==> config.mk <==
export PLATFORM = sky130hd
export DESIGN_NAME = afifo_rd_unpack_w64_to_w32
export DESIGN_NICKNAME = d
export VERILOG_FILES = /design/src/rtl/afifo_rd_unpack_w64_to_w32_pkg.sv /design/src/rtl/afifo_rd_unpack_w64_to_w32.sv
export SDC_FILE = /design/constraint.sdc
export NUM_CORES = 1
export LEC_CHECK = 0
export ABC_AREA = 1
export ABC_CLOCK_PERIOD_IN_PS = 1500
export CELL_PAD_IN_SITES_DETAIL_PLACEMENT = 0
export CELL_PAD_IN_SITES_GLOBAL_PLACEMENT = 1
export CORE_AREA = 2 2 98 100
export DETAILED_ROUTE_END_ITERATION = 12
export DIE_AREA = 0 0 100 102
export GPL_TIMING_DRIVEN = 0
export HOLD_SLACK_MARGIN = 0.03
export PLACE_DENSITY = 0.91
export SYNTH_ARGS = -nofsm -noshare
export SYNTH_HDL_FRONTEND = slang
export SYNTH_SLANG_ARGS = --single-unit
==> constraint.sdc <==
create_clock -name clk -period 1.5 [get_ports clk]
set_input_delay 0.3 -clock clk [delete_from_list [all_inputs] [get_ports clk]]
set_output_delay 0.3 -clock clk [all_outputs]
set_load 0.03 [all_outputs]
==> src/rtl/afifo_rd_unpack_w64_to_w32_pkg.sv <==
// Shared types for the 64->32 async FIFO read-side unpacker.
// Holds the FSM state encoding and the data widths.
package afifo_rd_unpack_w64_to_w32_pkg;

  localparam int IN_W  = 64;
  localparam int OUT_W = 32;

  typedef enum logic [1:0] {
    S_IDLE,
    S_WAIT,
    S_FIRST,
    S_SECOND
  } state_t;

endpackage

==> src/rtl/afifo_rd_unpack_w64_to_w32.sv <==
// Pops 64-bit FIFO words and emits them as two 32-bit valid/ready beats.
// Define AFIFO_UNPACK_PREFETCH_EN to pop the next word during FIRST.
module afifo_rd_unpack_w64_to_w32
  import afifo_rd_unpack_w64_to_w32_pkg::*;
#(
  parameter bit LO_FIRST = 1'b1
) (
  input  logic             clk,
  input  logic             rst_n,
  input  logic             fifo_empty,
  input  logic [IN_W-1:0]  fifo_dout,
  output logic             fifo_rd_en,
  output logic             out_val,
  output logic [OUT_W-1:0] out_data,
  input  logic             out_rdy,
  output logic             busy
);

  state_t          r_state;
  state_t          w_nxt;
  logic [IN_W-1:0] r_hold;
  logic            w_have_next;
  logic            w_pop_idle;
  logic            w_pop_sec;
  logic            w_pop_pre;
  logic            w_load;
  logic            w_acc2;
  logic            w_sel_hi;

  assign w_acc2     = (r_state == S_SECOND) && out_rdy;
  assign w_pop_idle = (r_state == S_IDLE) && !fifo_empty;
  assign w_pop_sec  = w_acc2 && !fifo_empty && !w_have_next;

`ifdef AFIFO_UNPACK_PREFETCH_EN
  logic r_have_next;

  assign w_pop_pre   = (r_state == S_FIRST) && out_rdy
                       && !fifo_empty && !r_have_next;
  assign w_have_next = r_have_next;

  always_ff @(posedge clk or negedge rst_n) begin
    if (!rst_n) begin
      r_have_next <= 1'b0;
    end else if (w_pop_pre) begin
      r_have_next <= 1'b1;
    end else if (w_acc2) begin
      r_have_next <= 1'b0;
    end
  end
`else
  assign w_pop_pre   = 1'b0;
  assign w_have_next = 1'b0;
`endif

  assign fifo_rd_en = w_pop_idle | w_pop_sec | w_pop_pre;

  // The FIFO's registered dout is valid in WAIT, or in SECOND after a prefetch.
  assign w_load = (r_state == S_WAIT) || (w_acc2 && w_have_next);

  always_comb begin
    w_nxt = r_state;
    case (r_state)
      S_IDLE:   if (!fifo_empty) w_nxt = S_WAIT;
      S_WAIT:   w_nxt = S_FIRST;
      S_FIRST:  if (out_rdy) w_nxt = S_SECOND;
      S_SECOND: begin
        if (out_rdy) begin
          if (w_have_next)      w_nxt = S_FIRST;
          else if (!fifo_empty) w_nxt = S_WAIT;
          else                  w_nxt = S_IDLE;
        end
      end
      default:  w_nxt = S_IDLE;
    endcase
  end

  always_ff @(posedge clk or negedge rst_n) begin
    if (!rst_n) begin
      r_state <= S_IDLE;
      r_hold  <= '0;
    end else begin
      r_state <= w_nxt;
      if (w_load) r_hold <= fifo_dout;
    end
  end

  assign w_sel_hi = ((r_state == S_SECOND) == LO_FIRST);
  assign out_val  = (r_state == S_FIRST) || (r_state == S_SECOND);
  assign out_data = w_sel_hi ? r_hold[IN_W-1:OUT_W]
                             : r_hold[OUT_W-1:0];
  assign busy     = (r_state != S_IDLE);

endmodule

* Yosys cells after proc, flatten, opt, wreduce, memory -nomap -nowiden
Cells that the tools add are included.
Word-level totals: register bits after elaboration 66, output and inout port bits 35, logic and storage cells 23
Cells by class: equality and inequality tests 6, muxes and demuxes 6, bitwise gates (word level) 1, reduce and logical (&&, ||, !) cells 8
Operators by type and width (count):
- 32-bit 2-to-1 mux | 1
- 2-bit one-hot mux with 4 select lines | 1
- 2-bit 2-to-1 mux | 3
- 2-bit != test (second input constant) | 3
- 2-bit == test (second input constant) | 2
- 1-bit logical AND | 3
- 3-bit AND reduction | 1
- 2-bit by 1-bit == test with 1-bit output (second input constant) | 1
- 2-bit logical NOT | 1
- 2-bit nonzero test | 1
- 1-bit logical NOT | 1
- 1-bit logical OR | 1
- 1-bit 2-to-1 mux | 1
- 1-bit OR | 1

* Depth between registers and ports, before layout
Gate-level depths: netlist of the first run.
word-level depth 4, gate-level depth with buffers 7, gate-level depth less buffers 7

* Least setup slack after synthesis of the first run
Ideal clock, no wire load.
path kind reg2out, start register r_state[0], end output port out_data[0], arrival time 1.525 ns, data required time 1.200 ns, setup slack -0.325 ns, cell stages (with the launch flop) 4, path buffers 1, cell sequence dfrtp_1 -> ha_1 -> clkbuf_1 -> o21ai_0
Between the ends: cells in the longest elaborated chain, start to end 2
RTL lines:
- start: declaration | RTL line afifo_rd_unpack_w64_to_w32.sv:19 | state_t r_state;
- start signal: assignment | RTL line afifo_rd_unpack_w64_to_w32.sv:82 | r_state <= w_nxt;
- 2-bit == test | RTL line afifo_rd_unpack_w64_to_w32.sv:87 | assign w_sel_hi = ((r_state == S_SECOND) == LO_FIRST);
- 32-bit 2-to-1 mux | RTL line afifo_rd_unpack_w64_to_w32.sv:89 | assign out_data = w_sel_hi ? r_hold[IN_W-1:OUT_W]
- end: declaration | RTL line afifo_rd_unpack_w64_to_w32.sv:14 | output logic [OUT_W-1:0] out_data,
No other way between the ends.

* Worst setup path in the final report of the first run
start register r_state[0], end output port out_data[25]
Same word-level chain as after synthesis.

==> results of run 1 <==
worst paths after layout:
kind	to	start
worst min register to register	r_hold[54]$_DFFE_PN0N_	r_hold[54]$_DFFE_PN0N_
worst max register to register	r_hold[40]$_DFFE_PN0N_	r_state[1]$_DFFE_PN0P_
max in group asynchronous	r_state[1]$_DFFE_PN0P_	rst_n
worst min-delay path	r_hold[33]$_DFFE_PN0N_	rst_n
min in group clk	r_hold[21]$_DFFE_PN0N_	fifo_dout[21]
worst max-delay path	out_data[25]	r_state[0]$_DFFE_PN0P_
worst register-to-register path, cell delays in order (launching register included):
cell and delay, ns:
sky130_fd_sc_hd__dfrtp_2 0.43, sky130_fd_sc_hd__buf_4 0.15, sky130_fd_sc_hd__inv_2 0.08, sky130_fd_sc_hd__ha_1 0.20, sky130_fd_sc_hd__buf_12 0.17, sky130_fd_sc_hd__buf_8 0.16
sky130_fd_sc_hd__mux2_4 0.30
power breakdown:
part / internal (mW) / leakage [nW] / total, mW / switching [mW]
Sequential: 2.70 / 0.791 / 3.20 / 0.503
Combinational: 4.25 / 1.51 / 8.46 / 4.22
Clock: 0.850 / 0.105 / 1.52 / 0.674
Total: 7.80 / 2.41 / 13.2 / 5.39
logic make-up after synthesis:
group                    after synthesis  share of synthesized area (%)
adder cells (fa/ha/maj)                5                           2.00
buffers and inverters                 57                           9.56
flip-flops                            66                           52.8
AO/OA/AOI/OAI                         66                           10.6
multiplexers                          32                           15.4
AND/OR/NAND/NOR                       79                           9.60
state kept, by name, summed over array words and instances, names as in the netlist:
register	cells
r_hold	64
r_state	2
what timing repair did:
item	in CTS	in global routing
pin swaps	15	5
setup endpoints to repair	45	69
cloned	3	5
setup buffers	7	3
gates resized for setup	283	60
routing by layer:
layer  track usage [%]  vias to the layer above
met5                 0                        -
met4              6.11                        0
met3              3.28                       11
met2              27.8                       58
met1              21.8                     1228
li1                  -                     1240
cell type report:
class	count	share of cell area, %
sequential	66	31.8
multi-input combinational	182	28.0
timing repair buffer	120	25.4
buffer	18	5.18
inverter	39	2.96
clock buffer	11	2.91
tap	111	2.67
clock inverter	5	1.01
cells in the mapped netlist:
| cell type | n | share of area [%] |
|---|---|---|
| sky130_fd_sc_hd__buf_6 | 9 | 3.2 |
| sky130_fd_sc_hd__nor2_1 | 3 | 0.36 |
| sky130_fd_sc_hd__dfrtp_1 | 66 | 53 |
| sky130_fd_sc_hd__ha_1 | 5 | 2.0 |
| sky130_fd_sc_hd__o21ai_1 | 10 | 1.6 |
| sky130_fd_sc_hd__inv_1 | 39 | 4.7 |
| sky130_fd_sc_hd__buf_2 | 2 | 0.32 |
| sky130_fd_sc_hd__clkbuf_1 | 3 | 0.36 |
| sky130_fd_sc_hd__a21oi_1 | 1 | 0.16 |
| sky130_fd_sc_hd__nand2_1 | 73 | 8.8 |
| sky130_fd_sc_hd__mux2_4 | 32 | 15 |
| sky130_fd_sc_hd__buf_4 | 4 | 0.96 |
| sky130_fd_sc_hd__o21ai_0 | 54 | 8.6 |
| sky130_fd_sc_hd__nand3_1 | 3 | 0.48 |
| sky130_fd_sc_hd__o21bai_1 | 1 | 0.24 |
layout by cell type (no fill, tap or decap), drive strengths merged:
cell type,synthesis,layout
o21ai,64,64
nor2,3,3
clkdlybuf4s50,0,66
o21bai,1,1
clkinvlp,0,1
mux2,32,32
clkbuf,3,18
dfrtp,66,66
ha,5,5
nand2,73,73
inv,39,39
clkinv,0,3
buf,15,65
a21oi,1,1
bufinv,0,1
nand3,3,3
stage by stage:
| step | setup TNS, ns | std cells |
|---|---|---|
| floorplan | -2.77 | 305 |
| global placement | -159.11 | 518 |
| detailed placement | -24.60 | 518 |
| CTS | -11.80 | 544 |
| global route | -20.43 | 552 |
| finish | -13.54 | 552 |
==> impl_metrics.tcl, run 1 <==
set metrics [dict create \
    syn_avg_cell_area_um2 10.3 \
    synth_cell_types 15 \
    placement.cell_area_mm2 0.00433 \
    setup_slack_ns -0.379 \
    hold_slack_ns 0.0646 \
    drt_pass1_iterations 4 \
    floorplan.die.width_um 100 \
    crit_fanout 7 \
    fp.dieArea_mm2 0.0102 \
    timing.final.crit_share_pct 125 \
    finalCoreUtilization_pct 57.1 \
    wl_met1_um 3690 \
    timing.hold.worst.class "primary input to asynchronous set/reset pin" \
    maxClockFrequency_ghz 0.532 \
    dp.final_hpwl_um 5550 \
    total_leakage_power_nw 2.41 \
    initial_utilization_pct 34.3 \
    cts_max_level 3 \
    critical_path.top_delay_family "buffers and inverters" \
    power.density_mw_per_mm2 2540 \
    report.final.slew_viol_count 0 \
    fraction_of_final_layout_cells_with_drive_strength_greater_than_1_pct 40.4 \
    cells_traversed_along_the_worst_timing_path "ha_4 > buf_12 > clkbuf_16 > nand2_1 > o21ai_1 > buf_4" \
    detailroute.wirelength.met3_um 359 \
    yosysWarnings 0 \
    numPortBuffers 102 \
    worstPathBufferInverterCount 3 \
    cts_num_sinks 66 \
    first_global_vias 2702 \
    worst_skew_pair.late_latency_ns 0.33 \
    globalplace.congestion 0.817 \
    drt_iter0_markers 38 \
    cts_root_buffer "sky130_fd_sc_hd__clkbuf_8" \
    postRouteAntennaNets 0 \
    filler_cell_count 777 \
    pre_cts_slack_ns -0.761 \
    worst-endpoint-arrival_ns 1.58 \
    antennaDiodeCount 0 \
    timing.clock.skew_ns 0.00503 \
    min_period_ns 1.88 \
    ys_seq_area_share_pct 52.8 \
    hold_violations 0 \
    worstSetupStartpointType "flip-flop" \
    syn_inst 305 \
    routed.top_layer "met4" \
    grt_first_pass_wirelength_um 13200 \
    avgViaCountPerCell 4.60 \
    max-clock-path-buffers 2 \
    postLayoutCellArea_mm2 0.00520 \
    cts_hold_buffers 0 \
    gr-usage-all-layers_pct 16.7 \
    totalPowerFinal_mw 13.2 \
    drv_cap 0 \
    routed-via-count 2537 \
    floorplan.core_area_mm2 0.00911 \
    globalRoute.totalOverflow 0 \
    result_of_the_run "finished, violations left" \
    antenna_found_initial 0 \
    std_cell_rows 35 \
    ys_seq_elements 66 \
    numCtsBuffers 9 \
    vdd.ir_drop.worst_v 0.00159 \
    nets 509 \
    endpoint_kind "primary output" \
    required_ns 1.20 \
    drt-wirelength-per-cell_um 15.3 \
    multiInputGateArea_mm2 0.00146 \
    grt_max_degree 67 \
    fp.dieH_um 102 \
    setup_violations 78 \
    floorplan.io_pins 103 \
    r2r.worst_path.cells 6 \
    mappedNetlistArea_mm2 0.00313 \
    path_depth 6 \
    max_stage_delay_on_crit_path_ns 0.43 \
    synth_fp_nets 378 \
    cts_tree "done" \
    areaGrowthSynthToFinish_pct 66.2 \
    crit_path_top_delay_cell "sky130_fd_sc_hd__dfrtp_2" \
    met2RoutedLength_um 4270 \
    worst_setup_hold_path_clk_slew_ns 0.07 \
    timing.slew.headroom_pct 45.0 \
    grt_setup_unrepaired "true" \
    rrSetupSlack_ns -0.10 \
    worst-setup-path-type "flip-flop to primary output" \
    final-seq-area_mm2 0.00165 \
    worst-slew-pin-transition_ns 0.825 \
    violations "setup timing" \
    drt_wl_total_um 8470 \
    route.detailed.drc 0 \
]
(Power assumes the default switching activity.)
==> run 2: changes to the inputs <==
--- a/config.mk
+++ b/config.mk
@@ -9,12 +9,12 @@
 export ABC_CLOCK_PERIOD_IN_PS = 1500
 export CELL_PAD_IN_SITES_DETAIL_PLACEMENT = 0
 export CELL_PAD_IN_SITES_GLOBAL_PLACEMENT = 1
-export CORE_AREA = 2 2 98 100
+export CORE_AREA = 2 2 109 90
 export DETAILED_ROUTE_END_ITERATION = 12
-export DIE_AREA = 0 0 100 102
+export DIE_AREA = 0 0 111 92
 export GPL_TIMING_DRIVEN = 0
 export HOLD_SLACK_MARGIN = 0.03
-export PLACE_DENSITY = 0.91
+export PLACE_DENSITY = 0.92
 export SYNTH_ARGS = -nofsm -noshare
 export SYNTH_HDL_FRONTEND = slang
 export SYNTH_SLANG_ARGS = --single-unit
==> run 2 against run 1 <==
  * The flow still finishes with violations (setup timing)
  * Largest power group unchanged
  * Worst setup slack better by 0.013 ns
  * Core utilization up 0.14 points
  * Sequential power about the same
  * Critical path type unchanged
  * Clock power up 46%
  * Clock-buffer cell count unchanged
  * Sequential share of layout area down 0.56 points
  * Routed wire length down 0.17%
  * Critical path depth unchanged
  * Hold slack better by 0.018 ns
  * Clock skew up 0.00051 ns
  * Cell area up 1.8%
  * Critical endpoint is now out_data[6]
==> impl_metrics.tcl, run 2 (synthesis results as in run 1) <==
set metrics [dict create \
    result_of_the_run "finished, violations left" \
    violations "setup timing" \
    worst_setup_hold_path_clk_slew_ns 0.06 \
    drt_iter0_markers 120 \
    drt_wl_total_um 8450 \
    power.density_mw_per_mm2 2600 \
    first_global_vias 2726 \
    totalPowerFinal_mw 13.8 \
    hold_violations 0 \
    worst_skew_pair.late_latency_ns 0.32 \
    std_cell_rows 32 \
    timing.clock.skew_ns 0.00555 \
    grt_max_degree 67 \
    postRouteAntennaNets 0 \
    antenna_found_initial 0 \
    numCtsBuffers 9 \
    worst-slew-pin-transition_ns 0.835 \
    registers.top_by_ff_count "r_hold" \
    reg.largest.list "r_hold (64), r_state (2)" \
    min_period_ns 1.87 \
    worst-endpoint-arrival_ns 1.57 \
    floorplan.core_area_mm2 0.00925 \
    mostFrequentLayoutCell "sky130_fd_sc_hd__clkdlybuf4s50_1" \
    final-seq-area_mm2 0.00165 \
    globalRoute.totalOverflow 0 \
    drt-wirelength-per-cell_um 15.0 \
    maxClockFrequency_ghz 0.536 \
    timing.final.crit_share_pct 124 \
    worst-setup-path-type "flip-flop to primary output" \
    drv_cap 0 \
    multiInputGateArea_mm2 0.00146 \
    setup_slack_ns -0.366 \
    antennaDiodeCount 0 \
    endpoint_kind "primary output" \
    r2r.worst_path.cells 6 \
    required_ns 1.20 \
    initial_utilization_pct 33.8 \
    layout_common_cells "66 x sky130_fd_sc_hd__clkdlybuf4s50_1, 64 x sky130_fd_sc_hd__dfrtp_1, 43 x sky130_fd_sc_hd__nand2_1" \
    worstSetupStartpointType "flip-flop" \
    gr-usage-all-layers_pct 16.4 \
    nets 512 \
    drt_pass1_iterations 6 \
    grt_first_pass_wirelength_um 13300 \
    pre_cts_slack_ns -0.854 \
    sum_neg_setup_slack_ns -15.79 \
    fp.dieArea_mm2 0.0102 \
    cts_tree "done" \
    numPortBuffers 102 \
    setup_violations 97 \
    grt_setup_unrepaired "true" \
    timing.slew.headroom_pct 44.3 \
    cts_num_sinks 66 \
    floorplan.die.width_um 111 \
    fp.dieH_um 92 \
    flip_flop_count_of_the_largest_register_all_copies_and_words_added 64 \
    cts_root_buffer "sky130_fd_sc_hd__clkbuf_16" \
    dp.final_hpwl_um 5470 \
    cts_max_level 3 \
    fraction_of_final_layout_cells_with_drive_strength_greater_than_1_pct 41.4 \
    avgViaCountPerCell 4.55 \
    report.final.slew_viol_count 0 \
    cts_hold_buffers 0 \
    floorplan.io_pins 103 \
    filler_cell_count 810 \
    vdd.ir_drop.worst_v 0.00159 \
    globalplace.congestion 0.806 \
    timing.hold.worst.class "primary input to asynchronous set/reset pin" \
    route.detailed.drc 0 \
    areaGrowthSynthToFinish_pct 69.2 \
    routed-via-count 2563 \
    crit_fanout 8 \
    total_leakage_power_nw 2.47 \
    max-clock-path-buffers 2 \
]
-- run 2: cell types whose count changed in the layout (fill, tap and decap cells not counted), moves of 2 or more --
cell	previous run	this run
sky130_fd_sc_hd__nand2_4	8	11
sky130_fd_sc_hd__buf_4	22	26
sky130_fd_sc_hd__o21ai_2	11	19
sky130_fd_sc_hd__o21ai_4	7	2
sky130_fd_sc_hd__clkbuf_16	5	14
sky130_fd_sc_hd__nand2_2	21	19
sky130_fd_sc_hd__clkbuf_4	2	4
sky130_fd_sc_hd__clkbuf_8	11	1
sky130_fd_sc_hd__buf_16	3	1
sky130_fd_sc_hd__o21ai_1	25	21
-- run 2: worst max-delay path, stage by stage (launching register included) --
cell	delay, ns
sky130_fd_sc_hd__dfrtp_2	0.44
sky130_fd_sc_hd__ha_4	0.21
sky130_fd_sc_hd__buf_12	0.16
sky130_fd_sc_hd__clkbuf_16	0.16
sky130_fd_sc_hd__nand2_2	0.05
sky130_fd_sc_hd__o21ai_1	0.06
sky130_fd_sc_hd__buf_4	0.17
-- run 2: repair_timing --
item,in CTS,in global routing
gates resized for setup,262,76
pin swaps,4,5
cloned,1,5
buffers inserted,7,8
endpoints found under the setup margin,55,99
-- run 2: metrics by stage --
step	instance area, µm²	utilization (%)	cells	hold slack (ns)
floorplan	3170	-	305	0.00441
global placement	4340	46.9	526	0.488
detailed placement	4340	46.9	526	0.457
CTS	4830	52.2	550	0.121
global route	5290	57.2	563	0.162
finish	5290	57.2	563	0.0828
-- run 2: report_power, final --
part           internal (mW)  switching, mW
Combinational           4.12           4.19
Sequential              2.70          0.524
Clock                   1.49          0.723
-- run 2: routing by layer --
metal / part of all wire, % / track usage, % / routed length (µm)
met2: 49 / 27.1 / 4170
met4: 0.60 / 4.17 / 51
met1: 46 / 21.8 / 3890
met3: 4.1 / 3.90 / 344
met5: 0 / 0 / 0
-- run 2: final cells by class --
type | instances | share of cell area [%]
Sequential cell | 66 | 31.3
Multi-Input combinational cell | 182 | 27.6
Timing Repair Buffer | 123 | 24.4
Buffer | 18 | 5.01
Clock buffer | 11 | 4.59
Inverter | 39 | 2.86
Tap cell | 119 | 2.81
Clock inverter | 5 | 1.47
-- run 2: path summary, 6_finish.rpt --
check                                       start  slack [ns]                     end
setup / recovery           r_state[0]$_DFFE_PN0P_       -0.37             out_data[6]
hold / removal                              rst_n        0.08  r_hold[32]$_DFFE_PN0N_
setup reg to reg           r_state[1]$_DFFE_PN0P_       -0.12  r_hold[35]$_DFFE_PN0N_
hold reg to reg            r_hold[14]$_DFFE_PN0N_        0.51  r_hold[14]$_DFFE_PN0N_
max in group asynchronous                   rst_n        0.82  r_state[0]$_DFFE_PN0P_
min in group clk           r_hold[14]$_DFFE_PN0N_        0.51  r_hold[14]$_DFFE_PN0N_
